### config.mk
export PLATFORM = sky130hd
export DESIGN_NAME = a10s_frame_checksum
export DESIGN_NICKNAME = d
export VERILOG_FILES = /design/src/rtl/a10s_stream_pkg.sv /design/src/rtl/st_out_stage.sv /design/src/rtl/a10s_frame_checksum.sv
export SDC_FILE = /design/constraint.sdc
export NUM_CORES = 1
export LEC_CHECK = 0
export ABC_AREA = 1
export CORE_MARGIN = 8
export CORE_UTILIZATION = 57
export CTS_CLUSTER_DIAMETER = 30
export DETAILED_ROUTE_END_ITERATION = 6
export GPL_ROUTABILITY_DRIVEN = 0
export GPL_TIMING_DRIVEN = 0
export PLACE_DENSITY = 0.87
export SLEW_MARGIN = 0
export SYNTH_ARGS = -nofsm -noshare
export SYNTH_HDL_FRONTEND = slang
export SYNTH_HIERARCHICAL = 1
export SYNTH_SLANG_ARGS = --single-unit
### constraint.sdc
create_clock -name clk_100_clk -period 2.8 [get_ports clk_100_clk]
set_input_delay 0.28 -clock clk_100_clk [delete_from_list [all_inputs] [get_ports clk_100_clk]]
set_output_delay 0.28 -clock clk_100_clk [all_outputs]
set_load 0.02 [all_outputs]
### src/rtl/a10s_stream_pkg.sv
// Shared constants and types for the HPS-side frame stream stages.
// Header word layout: magic in the upper half, payload length in the lower half.
package a10s_stream_pkg;

  localparam logic [15:0] FRAME_MAGIC = 16'hA55A;

  localparam int HDR_MAGIC_HI = 31;
  localparam int HDR_MAGIC_LO = 16;
  localparam int HDR_LEN_HI   = 15;
  localparam int HDR_LEN_LO   = 0;

  typedef enum logic [1:0] {
    IDLE    = 2'd0,
    PAYLOAD = 2'd1,
    TRAILER = 2'd2
  } frame_state_t;

endpackage

### src/rtl/st_out_stage.sv
// One-deep valid/ready output register with a ready-latency-0 downstream side.
// The caller may only assert load while load_ok is high.
module st_out_stage #(
  parameter int DATA_W = 32
) (
  input  logic              clk,
  input  logic              rst,
  input  logic              load,
  input  logic [DATA_W-1:0] load_data,
  input  logic              out_ready,
  output logic [DATA_W-1:0] out_data,
  output logic              out_valid,
  output logic              load_ok
);

  logic              out_valid_q, out_valid_d;
  logic [DATA_W-1:0] out_data_q, out_data_d;

  // A drain and a reload in the same cycle keep the register full with no bubble.
  assign load_ok = !out_valid_q || out_ready;

  always_comb begin
    out_valid_d = out_valid_q;
    out_data_d  = out_data_q;
    if (load) begin
      out_valid_d = 1'b1;
      out_data_d  = load_data;
    end else if (out_ready) begin
      out_valid_d = 1'b0;
    end
  end

  always_ff @(posedge clk) begin
    if (rst) begin
      out_valid_q <= 1'b0;
      out_data_q  <= '0;
    end else begin
      out_valid_q <= out_valid_d;
      out_data_q  <= out_data_d;
    end
  end

  assign out_valid = out_valid_q;
  assign out_data  = out_data_q;

endmodule

### src/rtl/a10s_frame_checksum.sv
// Frame parser between the two HPS dual-clock FIFOs: forwards header and payload,
// appends a 32-bit wrap-around word sum as trailer, drops and counts bad headers.
module a10s_frame_checksum
  import a10s_stream_pkg::*;
#(
  parameter int MAX_LEN = 1024,
  parameter int CNT_W   = 16
) (
  input  logic             clk_100_clk,
  input  logic             hps_fpga_reset_reset,
  input  logic [31:0]      in_data,
  input  logic             in_valid,
  output logic             in_ready,
  output logic [31:0]      out_data,
  output logic             out_valid,
  input  logic             out_ready,
  output logic [CNT_W-1:0] frame_count,
  output logic [CNT_W-1:0] error_count,
  output logic             busy
);

  localparam logic [31:0] MAX_LEN_U = MAX_LEN;

  frame_state_t     state_q, state_d;
  logic [31:0]      sum_q, sum_d;
  logic [15:0]      remaining_q, remaining_d;
  logic [CNT_W-1:0] frame_count_q, frame_count_d;
  logic [CNT_W-1:0] error_count_q, error_count_d;

  logic        rst;
  logic        load_ok;
  logic        load;
  logic [31:0] load_data;
  logic        accept;
  logic [15:0] hdr_len;
  logic        hdr_good;

  function automatic logic [CNT_W-1:0] sat_inc(input logic [CNT_W-1:0] v);
    return (&v) ? v : v + CNT_W'(1);
  endfunction

  assign rst      = hps_fpga_reset_reset;
  assign hdr_len  = in_data[HDR_LEN_HI:HDR_LEN_LO];
  assign hdr_good = (in_data[HDR_MAGIC_HI:HDR_MAGIC_LO] == FRAME_MAGIC) &&
                    ({16'd0, hdr_len} <= MAX_LEN_U);

  // No input is taken in the trailer cycle; the output register is busy with the sum.
  assign in_ready = load_ok && (state_q != TRAILER) && !rst;
  assign accept   = in_valid && in_ready;

  always_ff @(posedge clk_100_clk) begin
    if (rst) begin
      state_q       <= IDLE;
      sum_q         <= '0;
      remaining_q   <= '0;
      frame_count_q <= '0;
      error_count_q <= '0;
    end else begin
      state_q       <= state_d;
      sum_q         <= sum_d;
      remaining_q   <= remaining_d;
      frame_count_q <= frame_count_d;
      error_count_q <= error_count_d;
    end
  end

  always_comb begin
    state_d = state_q;
    case (state_q)
      IDLE: begin
        if (accept && hdr_good) begin
          state_d = (hdr_len == 16'd0) ? TRAILER : PAYLOAD;
        end
      end
      PAYLOAD: begin
        if (accept && (remaining_q == 16'd1)) begin
          state_d = TRAILER;
        end
      end
      TRAILER: begin
        if (load_ok) begin
          state_d = IDLE;
        end
      end
      default: state_d = IDLE;
    endcase
  end

  always_comb begin
    load          = 1'b0;
    load_data     = in_data;
    sum_d         = sum_q;
    remaining_d   = remaining_q;
    frame_count_d = frame_count_q;
    error_count_d = error_count_q;
    case (state_q)
      IDLE: begin
        if (accept) begin
          if (hdr_good) begin
            load        = 1'b1;
            sum_d       = in_data;
            remaining_d = hdr_len;
          end else begin
            error_count_d = sat_inc(error_count_q);
          end
        end
      end
      PAYLOAD: begin
        if (accept) begin
          load        = 1'b1;
          sum_d       = sum_q + in_data;
          remaining_d = remaining_q - 16'd1;
        end
      end
      TRAILER: begin
        if (load_ok) begin
          load          = 1'b1;
          load_data     = sum_q;
          frame_count_d = sat_inc(frame_count_q);
        end
      end
      default: ;
    endcase
  end

  st_out_stage #(
    .DATA_W(32)
  ) u_out (
    .clk       (clk_100_clk),
    .rst       (rst),
    .load      (load),
    .load_data (load_data),
    .out_ready (out_ready),
    .out_data  (out_data),
    .out_valid (out_valid),
    .load_ok   (load_ok)
  );

  assign frame_count = frame_count_q;
  assign error_count = error_count_q;
  assign busy        = (state_q != IDLE) || out_valid;

endmodule

## After elaboration in Yosys (flattened, before gate mapping)

Cells that the tools add are included.

- $add $sub $neg: 4
- $lt $le $gt $ge: 1
- Equality and inequality tests: 11
- Mux-type cells: 22
- Bitwise operators: 3
- Reduce and logical (&&, ||, !) cells: 21

Operators by type and width:

| cell | number |
|---|---|
| 32-bit two-way mux | 5 |
| 32-bit case mux with 2 select lines | 1 |
| 16-bit two-way mux | 3 |
| 16-bit by 1-bit adder with 16-bit output (second input constant) | 2 |
| 32-bit adder | 1 |
| 16-bit case mux with 2 select lines | 1 |
| 16-bit AND reduction | 2 |
| 16-bit by 1-bit == test with 1-bit output (second input constant) | 1 |
| 16-bit == test (second input constant) | 1 |
| 16-bit by 11-bit less-or-equal comparator with 1-bit output (second input constant) | 1 |
| 16-bit logical NOT | 1 |
| 16-bit by 1-bit subtractor with 16-bit output (second input constant) | 1 |
| 2-bit != test (second input constant) | 7 |
| 2-bit two-way mux | 4 |
| 4-bit AND reduction | 2 |
| 1-bit logical AND | 6 |
| 1-bit two-way mux | 6 |
| 2-bit case mux with 3 select lines | 1 |
| 3-bit AND reduction | 2 |
| 2-bit nonzero test | 3 |
| 1-bit NOT | 3 |
| 1-bit case mux with 3 select lines | 1 |
| 2-bit by 1-bit == test with 1-bit output (second input constant) | 1 |
| 2-bit == test (second input constant) | 1 |
| other kinds (3) | 5 |

- Register bits after elaboration: 115
- Bits of input ports: 36
- Output and inout bits: 67
- Word-level logic and storage cells: 69

## Logic depth before layout (Yosys ltp)

- Depth after elaboration: 8
- Mapped depth: 13
- Depth with buffers taken out: 13

## By module

The synthesis kept the hierarchy.

By module, submodules not included:

| module | instances | cells an instance | area each (µm²) | sequential area each (µm²) |
|---|---|---|---|---|
| a10s_frame_checksum | 1 | 1268 | 7175.6 | 1641.6 |
| st_out_stage | 1 | 143 | 1152.4 | 660.6 |

## Least setup slack after synthesis

No wires, ideal clock.

- Path type: register -> register
- Start: register u_out.out_valid_q, in the netlist u_out/out_valid
- End: register u_out.out_data_q[11], in the netlist u_out/out_data[11]
- Library setup time: 0.116 ns
- Data arrival time: 1.949 ns
- Data required time: 2.684 ns
- Setup slack: 0.735 ns
- Stages on the path, launching flop included: 12
- Buffers on the path: 1
- Period minus slack after synthesis: 2.065 ns
- Cell sequence: dfxtp_1 nand2_1 inv_2 nor3_4 nand2_2 clkinv_1 nand3_1 o221ai_1 inv_2 buf_6 nor2_1 nor2_1

- Cells in the longest elaborated chain, start to end: 7
- Elaborated cells between the ends (all ways): 11
- Those cells by class: mux (6); reduce/logical (5)

Ends and longest elaborated chain:

| element | line | source |
|---|---|---|
| from (decl) | st_out_stage.sv:16 | `logic out_valid_q, out_valid_d;` |
| from (signal assigned) | st_out_stage.sv:38 | `out_valid_q <= out_valid_d;` |
| 1-bit logical NOT (*) | st_out_stage.sv:20 | `assign load_ok = !out_valid_q \|\| out_ready;` |
| 1-bit logical OR (*) | st_out_stage.sv:20 |  |
| net load_ok | a10s_frame_checksum.sv:31 | `logic load_ok;` |
| 1-bit logical AND (*) (2 in a row) | a10s_frame_checksum.sv:48 | `assign in_ready = load_ok && (state_q != TRAILER) && !rst;` |
| net in_ready | a10s_frame_checksum.sv:13 | `output logic in_ready,` |
| 1-bit logical AND (*) | a10s_frame_checksum.sv:49 | `assign accept = in_valid && in_ready;` |
| 1-bit two-way mux (on tied branches) | a10s_frame_checksum.sv:109, a10s_frame_checksum.sv:98 |  |
| 1-bit case mux with 3 select lines (*) | a10s_frame_checksum.sv:96 | `case (state_q)` |
| net load | a10s_frame_checksum.sv:32 | `logic load;` |
| to (signal assigned) | st_out_stage.sv:39 | `out_data_q <= out_data_d;` |
| to (decl) | st_out_stage.sv:17 | `logic [DATA_W-1:0] out_data_q, out_data_d;` |

The timed path passes the listed nets; every way through them passes the cells marked *.
A chain may end at the register's enable or synchronous reset.

## Worst setup path after layout

- Start: register state_q[0]
- End: register u_out.out_data_q[9], in the netlist u_out/out_data[9]

- Cells in the longest elaborated chain, start to end: 6
- Elaborated cells between the ends (all ways): 11
- Those cells by class: eq/ne (3); mux (4); reduce/logical (4)

Ends and longest elaborated chain:

| element | line | source |
|---|---|---|
| from (decl) | a10s_frame_checksum.sv:24 | `frame_state_t state_q, state_d;` |
| from (signal assigned) | a10s_frame_checksum.sv:59 | `state_q <= state_d;` |
| 2-bit != test | a10s_frame_checksum.sv:48 |  |
| 1-bit logical AND (2 in a row) | a10s_frame_checksum.sv:48 |  |
| 1-bit logical AND | a10s_frame_checksum.sv:49 |  |
| 1-bit two-way mux (on tied branches) | a10s_frame_checksum.sv:109, a10s_frame_checksum.sv:98 |  |
| 1-bit case mux with 3 select lines (*) | a10s_frame_checksum.sv:96 |  |
| net load | a10s_frame_checksum.sv:32 |  |

Marked as above.

==> out/results.ini <==
[run_status]
status=complete, but fails checks
violations=DRC

[sta]
fmax_mhz=391
fin_crit_ps=2560
drv_slew=0
finalHoldViolCount=0
grt_setup_unrepaired=false
skew_ps=8.81
tightest_slew_ps=696
timing.hold.ws_ps=486
setup_viol=0
relSlewSlack_pct=53.6
period_share_pct=91.4

[logic_synthesis]
ys_ff_latch=115
synth_area_mm2=0.00833
synthAdderAreaFrac_pct=5.50
synthTopCellsByArea=dfxtp_1, nand2_1, inv_1
yosys.area_share.simple_pct=39.2
syn_area_per_cell_um2=5.90
synth-seq-area-share_pct=27.6
synth_top_area_share_pct=27.6
synth_edf_count=0
synth_top_family_by_area=simple AND/OR/NAND/NOR gates
synth_top_area_cell=dfxtp_1
synth-compound-area-share_pct=12.2
ys.flop_type=dfxtp_1
synth_commonest_cells=nand2_1, inv_1, nor2_1
synth_warnings=6
synth.area.mux_share_pct=0
ys_types=43
ys_async_sr_fraction_pct=0
yosys.cell_count.top_type=nand2_1
synth_cells=1411
syn-num-nets=1483
synth_xor_area_share_pct=3.68

[floorplan]
initial_core_util_pct=57.7
fp.coreArea_mm2=0.0144
design.die.area_mm2=0.0187
die-height_um=137
rows=44
die_x_um=137
pin_count=103

[clocking]
clock_sinks=115
cts.clk_slew.worst_paths_ps=50
post_cts_buffers=0
htree_levels=4
postCtsHoldBufs=0
ctsResizeCount=0
clock_latency_ps=410
tritoncts=built
clock_path_buffers=2
cts-root-buf=clkbuf_16
cts_made_buffers=17

[final_layout]
areaGrowthSynthToFinish_pct=21.0
nets=1604
utilization_pct=69.9
drive_gt1_share_pct=5.26

[critical_path]
cp_max_fo=10
worstSetupStartpointType=flop
critPathRequiredTime_ps=3100
crit_type=reg -> reg
cp-end-kind=flop
worstPathArrival_ps=2860

[power_and_ir_drop]
power_mw=3.84
power_density_mw_per_mm2=381
p_leak_nw=4.77
vdd_ir_drop_max_uv=485

[place]
dp_hpwl_um=20300
place.port_buffers=102

[routing]
vias_per_cell=5.60
via_count=9648
wl_um=27200
antenna_left=0
dr.pass1.iters=7
wire_per_inst_um=15.8
drt_iter0_drc=1130
drc=10

[global_route]
grt_pass1_wl_um=43000
grt_max_degree=17
antenna_found_initial=0
grt_pass1_vias=9128
gr-usage-all-layers_pct=28.7
grt-ovfl-total=0

[min_path]
min_path_type=reg -> reg

[job]
cap_violations=0

-- metrics by stage --
| stage | cell area (um^2) | worst slack, ps | setup TNS, ps | std cells |
|---|---|---|---|---|
| after CTS | 10100 | 321 | 0 | 1723 |
| after global placement | 9580 | 8.26 | 0 | 1697 |
| after global routing | 10100 | 103 | 0 | 1723 |
| final | 10100 | 241 | 0 | 1724 |
| after detailed placement | 9580 | -57.5 | -210 | 1697 |
| after floorplan | 8330 | 735 | 0 | 1411 |
-- registers in the layout, summed over array words and instances, names as in the netlist --
name / cells
error_count: 16
u_out/out_valid: 1
frame_count: 16
u_out/out_data: 32
state_q: 2
sum_q: 32
remaining_q: 16
-- final cells by class --
type | count | area, um^2
Timing Repair Buffer | 102 | 1020
Buffer | 42 | 249
Inverter | 195 | 732
Sequential cell | 115 | 2300
Antenna cell | 1 | 2.50
Tap cell | 184 | 230
Multi-Input combinational cell | 1059 | 5040
Clock buffer | 26 | 499
Fill cell | 1259 | 4340
-- worst max-delay path, cell delays in order, from the launching register on --
cell and delay [ps]:
dfxtp_1 370, inv_1 80, nor2_2 420, inv_2 110, clkbuf_1 320, o221ai_1 560, inv_2 180, buf_6 190
nor2_1 140, nor2_1 70
-- final timing paths --
path                  start  slack, ps                 to  cells past startpoint
min          remaining_q[7]        490     remaining_q[7]                      2
max              state_q[0]        240  u_out/out_data[9]                      9
max reg2reg      state_q[0]        240  u_out/out_data[9]                      9
min reg2reg  remaining_q[7]        490     remaining_q[7]                      2
-- placed cells by master (no fill, tap or decap), drive strengths merged --
master,netlist,routed
nand2,474,474
ha,35,35
inv,194,194
and3,1,1
or3,1,1
or2,12,12
nor3,16,16
clkinv,1,1
xor2,26,26
o22ai,1,1
fa,1,1
nor2,185,185
clkbuf,26,52
nor4,7,7
a21oi,95,95
nand3,77,77
clkdlybuf4s50,0,102
diode,0,1
o221ai,1,1
and2,1,1
dfxtp,115,115
o21ai,94,94
nand3b,3,3
o31ai,1,1
nand4,15,15
a21o,3,3
xnor2,9,9
o21bai,1,1
buf,16,16
-- report_power, final --
group          internal [mW]  switching (mW)  total [mW]  leakage (nW)
sequential              1.64         0.00257        1.64         0.926
clock                   1.19           0.699        1.89         0.244
combinational          0.115           0.193       0.308          3.60
-- cells by family after synthesis --
logic type	after synthesis
flip-flops	115
AND/OR/NAND/NOR	792
AO/OA/AOI/OAI	196
XOR/XNOR	35
buffers and inverters	237
adder cells (fa/ha/maj)	36
-- routing by layer --
metal	routed length (um)	track usage, %
met4	1300	14.8
met5	0	0
met1	11200	35.9
met3	2450	4.74
met2	12200	46.7
(Power assumes the default switching activity.)
